**src/rtl/mult_arbiter.sv**
```systemverilog
// mult_arbiter: shares one combinational 4x4 multiplier between two
// requesters. Operand pairs arrive on two request channels, are granted
// round-robin, held on the multiplier for MULT_LAT cycles, and the product
// is returned with the requester id on a response channel.
//
// Handshake rule for every channel: a transfer happens on the rising clock
// edge where valid and ready are both high; valid never waits on ready, and
// the producer keeps its payload stable while valid is high and unaccepted.
//
// Optional build macro: MULT_ARB_STATS_EN enables the per-requester
// completed-operation counters; without it stat_cnt0/stat_cnt1 read 0.
module mult_arbiter #(
   parameter int MULT_LAT = 1
) (
   input  logic        clk,
   input  logic        rst_n,
   input  logic        req0_valid,
   output logic        req0_ready,
   input  logic [3:0]  req0_a,
   input  logic [3:0]  req0_b,
   input  logic        req1_valid,
   output logic        req1_ready,
   input  logic [3:0]  req1_a,
   input  logic [3:0]  req1_b,
   output logic [3:0]  mult_a,
   output logic [3:0]  mult_b,
   input  logic [7:0]  mult_p,
   input  logic        mult_c_out,
   output logic        rsp_valid,
   input  logic        rsp_ready,
   output logic [7:0]  rsp_p,
   output logic        rsp_c_out,
   output logic        rsp_id,
   output logic [15:0] stat_cnt0,
   output logic [15:0] stat_cnt1
);

   typedef enum logic [1:0] {
      IDLE = 2'd0,
      WAIT = 2'd1,
      RESP = 2'd2
   } state_t;

   // Settle counter load value: counts MULT_LAT-1 down to 0 inside WAIT.
   localparam logic [3:0] LAT_INIT = 4'(MULT_LAT - 1);

   state_t      state_q, state_d;
   logic        rr_ptr_q, rr_ptr_d;
   logic [3:0]  lat_cnt_q, lat_cnt_d;
   logic [3:0]  mult_a_q, mult_a_d;
   logic [3:0]  mult_b_q, mult_b_d;
   logic [7:0]  rsp_p_q, rsp_p_d;
   logic        rsp_c_out_q, rsp_c_out_d;
   logic        rsp_id_q, rsp_id_d;
   logic        rsp_valid_q, rsp_valid_d;

   logic        accept0;
   logic        accept1;
   logic        rsp_fire;

   // Grant logic: only in IDLE; on contention rr_ptr picks the winner.
   always_comb begin
      req0_ready = (state_q == IDLE) && (!req1_valid || !rr_ptr_q);
      req1_ready = (state_q == IDLE) && (!req0_valid ||  rr_ptr_q);
      accept0    = req0_valid && req0_ready;
      accept1    = req1_valid && req1_ready;
      rsp_fire   = rsp_valid_q && rsp_ready;
   end

   // Next-state and datapath update; every register holds by default.
   always_comb begin
      state_d     = state_q;
      rr_ptr_d    = rr_ptr_q;
      lat_cnt_d   = lat_cnt_q;
      mult_a_d    = mult_a_q;
      mult_b_d    = mult_b_q;
      rsp_p_d     = rsp_p_q;
      rsp_c_out_d = rsp_c_out_q;
      rsp_id_d    = rsp_id_q;
      rsp_valid_d = rsp_valid_q;
      unique case (state_q)
         IDLE: begin
            if (accept0) begin
               mult_a_d  = req0_a;
               mult_b_d  = req0_b;
               rsp_id_d  = 1'b0;
               lat_cnt_d = LAT_INIT;
               state_d   = WAIT;
            end else if (accept1) begin
               mult_a_d  = req1_a;
               mult_b_d  = req1_b;
               rsp_id_d  = 1'b1;
               lat_cnt_d = LAT_INIT;
               state_d   = WAIT;
            end
         end
         WAIT: begin
            if (lat_cnt_q == 4'd0) begin
               rsp_p_d     = mult_p;
               rsp_c_out_d = mult_c_out;
               rsp_valid_d = 1'b1;
               state_d     = RESP;
            end else begin
               lat_cnt_d = lat_cnt_q - 4'd1;
            end
         end
         RESP: begin
            // The requester just served loses priority for the next grant.
            if (rsp_fire) begin
               rsp_valid_d = 1'b0;
               rr_ptr_d    = ~rsp_id_q;
               state_d     = IDLE;
            end
         end
         default: begin
            state_d = IDLE;
         end
      endcase
   end

   // State and datapath registers with synchronous active-low reset.
   always_ff @(posedge clk) begin
      if (!rst_n) begin
         state_q     <= IDLE;
         rr_ptr_q    <= 1'b0;
         lat_cnt_q   <= 4'd0;
         mult_a_q    <= 4'd0;
         mult_b_q    <= 4'd0;
         rsp_p_q     <= 8'd0;
         rsp_c_out_q <= 1'b0;
         rsp_id_q    <= 1'b0;
         rsp_valid_q <= 1'b0;
      end else begin
         state_q     <= state_d;
         rr_ptr_q    <= rr_ptr_d;
         lat_cnt_q   <= lat_cnt_d;
         mult_a_q    <= mult_a_d;
         mult_b_q    <= mult_b_d;
         rsp_p_q     <= rsp_p_d;
         rsp_c_out_q <= rsp_c_out_d;
         rsp_id_q    <= rsp_id_d;
         rsp_valid_q <= rsp_valid_d;
      end
   end

   assign mult_a    = mult_a_q;
   assign mult_b    = mult_b_q;
   assign rsp_valid = rsp_valid_q;
   assign rsp_p     = rsp_p_q;
   assign rsp_c_out = rsp_c_out_q;
   assign rsp_id    = rsp_id_q;

`ifdef MULT_ARB_STATS_EN
   logic [15:0] cnt0_q;
   logic [15:0] cnt1_q;

   // Completed-operation counters, bumped on each response handshake.
   always_ff @(posedge clk) begin
      if (!rst_n) begin
         cnt0_q <= 16'd0;
         cnt1_q <= 16'd0;
      end else if (rsp_fire) begin
         if (rsp_id_q) cnt1_q <= cnt1_q + 16'd1;
         else          cnt0_q <= cnt0_q + 16'd1;
      end
   end

   assign stat_cnt0 = cnt0_q;
   assign stat_cnt1 = cnt1_q;
`else
   assign stat_cnt0 = 16'd0;
   assign stat_cnt1 = 16'd0;
`endif

endmodule

```
**config.mk**
```make
export PLATFORM = sky130hd
export DESIGN_NAME = mult_arbiter
export DESIGN_NICKNAME = d
export VERILOG_FILES = /design/src/rtl/mult_arbiter.sv
export SDC_FILE = /design/constraint.sdc
export NUM_CORES = 1
export LEC_CHECK = 0
export CORE_ASPECT_RATIO = 1.1
export CORE_MARGIN = 1
export CORE_UTILIZATION = 42
export CTS_CLUSTER_SIZE = 28
export DETAILED_ROUTE_END_ITERATION = 10
export HOLD_SLACK_MARGIN = 0.02
export PLACE_DENSITY = 0.86
export SLEW_MARGIN = 20
export SYNTH_ARGS = -nofsm -noshare
export SYNTH_HDL_FRONTEND = slang
export SYNTH_SLANG_ARGS = --single-unit
export TNS_END_PERCENT = 5
```
**constraint.sdc**
```tcl
create_clock -name clk -period 3.6 [get_ports clk]
set_input_delay 0.9 -clock clk [delete_from_list [all_inputs] [get_ports clk]]
set_output_delay 0.9 -clock clk [all_outputs]
set_load 0.02 [all_outputs]
```
==> summary.md <==
| Metric | Value |
|---|---|
| FF+latch count, synth | `26` |
| Worst r2r src | `lat_cnt_q[0]` |
| # Post-CTS Setup Buffers | `0` |
| R2r setup slk | `1.82 ns` |
| Met1 Resource Use GR | `19.7%` |
| Worst-path clk slew | `0.15 ns` |
| Port buffer count | `50` |
| Final #Nets | `253` |
| Critical Path Max Stage Delay | `0.65 ns` |
| Via count | `1319` |
| Switching power | `0.267 mW` |
| Clock Sinks | `26` |
| Area post-placement | `1920 µm²` |
| VDD IR max | `0.224 mV` |
| Hold Path Sink | `rsp_p[4]` |
| Cell area after layout | `1980 µm²` |
| Sum Neg Setup Slack | `0 ns` |
| TritonRoute pass-1 iters | `4` |
| Net Sw Frac | `32.0%` |
| Sequential share of power | `40.9%` |
| Vias per cell | `4.92` |
| Clock latency on the worst-skew pair | `0.32 ns` |
| Synthesized area | `1530 µm²` |
| Critical Path Start | `req1_valid` |
| Reg2reg path depth | `5` |
| Die width | `59.5 µm` |
| Vias in the first global route | `1118` |
| Post-synth top cells | `32 x buf_4, 26 x dfxtp_1, 16 x a21oi_1` |
| Seq/Total Area, Yosys | `34.1%` |
| Slew @ Worst Pin | `0.879 ns` |
| Area contributors post-synth | `dfxtp_1 34%, buf_4 16%, a21oi_1 5.3%, o311a_1 5.3%, o21bai_1 3.9%` |
| Fin. Hold Viols | `0` |
| First-pass GRT wire length | `4920 µm` |
| Outcome | `finished, final reports clean` |
| GP Congestion | `0.690` |
| Combinational power share | `34.9%` |
| Final Cycle Share | `91.4%` |
| Post-synthesis cell count | `175` |
| Highest clock rate | `304 MHz` |
| Gr ovfl total | `0` |
| Relative slew slack | `41.1%` |
| Top Ports | `83` |
| Power Density | `421 nW/µm²` |
| Fill count | `314` |
| Grt met3 use | `4.33%` |
| Cell with the most instances after synthesis | `buf_4` |
| Hold_sp | `rsp_p[4]` |
| Root Driver | `clkbuf_4` |
| Pint | `0.566 mW` |
| Most frequent CP cell | `clkdlybuf4s50_1` |
| Top cell type's share of synthesized area | `34.1%` |
| Area of the core | `3410 µm²` |
| CP arrival | `2.39 ns` |
| Detailed Place HPWL | `2290 µm` |
| DRC violations left | `0` |
| Initial antenna violation count | `0` |
| RSZ-0062 raised after global routing | `false` |
| Setup crit end kind | `output port` |
| Synth-to-layout area growth | `29.5%` |
| CTS max path bufs | `2` |
| Fin. max-slew vios | `0` |
| CTS tree | `built` |
| Area leader, netlist | `dfxtp_1` |
| H-tree depth | `1` |
| Worst path cell trace | `clkdlybuf4s50_1, a211oi_4, clkdlybuf4s50_1` |
| WL final | `3100 µm` |
| Hold depth | `2` |
| Cts hold-fix bufs | `0` |
| Initial Util | `44.7%` |
| Maxcap violations | `0` |
| Die area | `3880 µm²` |
| Distinct cells, synth | `38` |
| Post-DRT Antenna Nets | `0` |
| GR Util All Layers | `16.3%` |
| Top Usage Layer GRT | `met2` |
| Site Rows | `22` |
| Fraction of layout cells with a size suffix above 1 | `8.64%` |
| WP data required | `2.70 ns` |
| Number of synthesized flops with an enable pin | `0` |
| Die H | `65.2 µm` |
| Asr flop ratio synth | `0%` |
| Setup CP Type | `primary input to output port` |
| Tot Pwr | `0.832 mW` |
| M2 GR Usage | `27.9%` |
| Startpoint types | `primary input` |
| Worst path bufs/invs | `2` |
| Largest net degree at the start of global routing | `20` |
| Worst-path maximum fanout | `5` |
| Crit path max-delay cell type | `clkdlybuf4s50_1` |
| N_diodes | `0` |
| Min Tclk post-route | `3.29 ns` |
| Worst hold-check path type | `flip-flop to flip-flop` |
| CP top delay family | `buffers and inverters` |
| Synth warnings | `0` |
| Setup violators final | `0` |
| Clk pwr share | `24.1%` |
| Clock buffer count from CTS | `3` |
| Worst Clk Skew | `0.0108 ns` |
| Resize count post-CTS | `0` |
| Crit Reg-Reg Endpoint | `lat_cnt_q[1]` |
| Initial drt markers | `65` |
| P_leak | `0.798 nW` |
| DR WL/cell | `11.6 µm` |
| Avg Cell Area, Syn | `8.72 µm²` |
| Top FF cell, synth | `dfxtp_1` |
-- metal layers --
metal | vias up | part of all wire [%]
met4 | 0 | 0.61
met2 | 59 | 49
met5 | - | 0
met3 | 2 | 6.9
li1 | 656 | -
met1 | 602 | 44
-- kinds of logic (layout without fill, tap and decap cells) --
kind of cell | count (synthesis) | count (layout) | share of synthesized area, %
simple gates | 38 | 38 | 15.3
buf+inv | 48 | 62 | 21.0
fa+ha+maj | 2 | 2 | 1.64
compound gates | 60 | 60 | 27.7
flops | 26 | 26 | 34.1
other cells | 1 | 32 | 0.246
-- area by class of cell --
cell class | count | area, µm² | area share, %
sequential | 26 | 520 | 26.3
timing repair buffer | 53 | 523 | 26.5
clock inverter | 1 | 30.0 | 1.52
clock buffer | 3 | 22.5 | 1.14
multi-input combinational | 132 | 801 | 40.5
inverter | 5 | 18.8 | 0.950
tap | 48 | 60.1 | 3.04
-- worst max path at each step --
| stage | end | slack [ns] | cells after the start |
|---|---|---|---|
| 2_1_floorplan | req0_ready | 1.31 | 2 |
| 3_3_place_gp | req0_ready | 0.35 | 3 |
| 3_5_place_dp | req0_ready | 0.31 | 3 |
| 4_1_cts | req0_ready | 0.30 | 3 |
| 5_1_grt | req0_ready | 0.26 | 3 |
| 6_report | req0_ready | 0.31 | 3 |
-- tightest hold or removal path: cells and delay by family (launching register included) --
kind	cells	cell delay [ns]
compound gates	2	0.12
flops	1	0.34
-- power groups by stage --
stage               Combinational (mW)  Sequential, mW  Clock (mW)
CTS                              0.293           0.341       0.204
finish                           0.291           0.341       0.201
floorplan                        0.176           0.377           0
global route                     0.315           0.344       0.217
global placement                 0.289           0.346           0
detailed placement               0.292           0.347           0
-- layout by cell type, fill, tap and decap left out, types with 2 or more instances in the layout --
| master | n |
|---|---|
| nand2_1 | 4 |
| and3_2 | 6 |
| conb_1 | 32 |
| a21boi_1 | 7 |
| nand3_1 | 11 |
| inv_1 | 4 |
| ha_1 | 2 |
| nor2_1 | 2 |
| a21oi_1 | 16 |
| and3_1 | 2 |
| clkdlybuf4s50_1 | 50 |
| buf_4 | 3 |
| or4_1 | 2 |
| o211ai_1 | 2 |
| o221ai_1 | 3 |
| or3_1 | 2 |
| clkbuf_4 | 3 |
| o311a_1 | 8 |
| o21ai_0 | 10 |
| o21bai_1 | 8 |
| or2_2 | 2 |
| dfxtp_1 | 26 |
-- stage by stage --
stage	cells	hold slack (ns)	utilization (%)	setup WS, ns
after floorplan	206	0.461	-	1.31
after CTS	268	0.487	57.9	0.299
after detailed placement	264	0.468	56.3	0.308
after global placement	264	0.460	56.3	0.348
after global routing	268	0.510	57.9	0.260
final	268	0.484	57.9	0.311
-- sequential cells by signal, summed over array words and instances, names as in the netlist --
signal,cells
rsp_valid,1
rr_ptr_q,1
rsp_id,1
state_q,2
lat_cnt_q,4
rsp_c_out,1
rsp_p,8
mult_a,4
mult_b,4
Note: power is estimated with default switching activity, not from simulation.
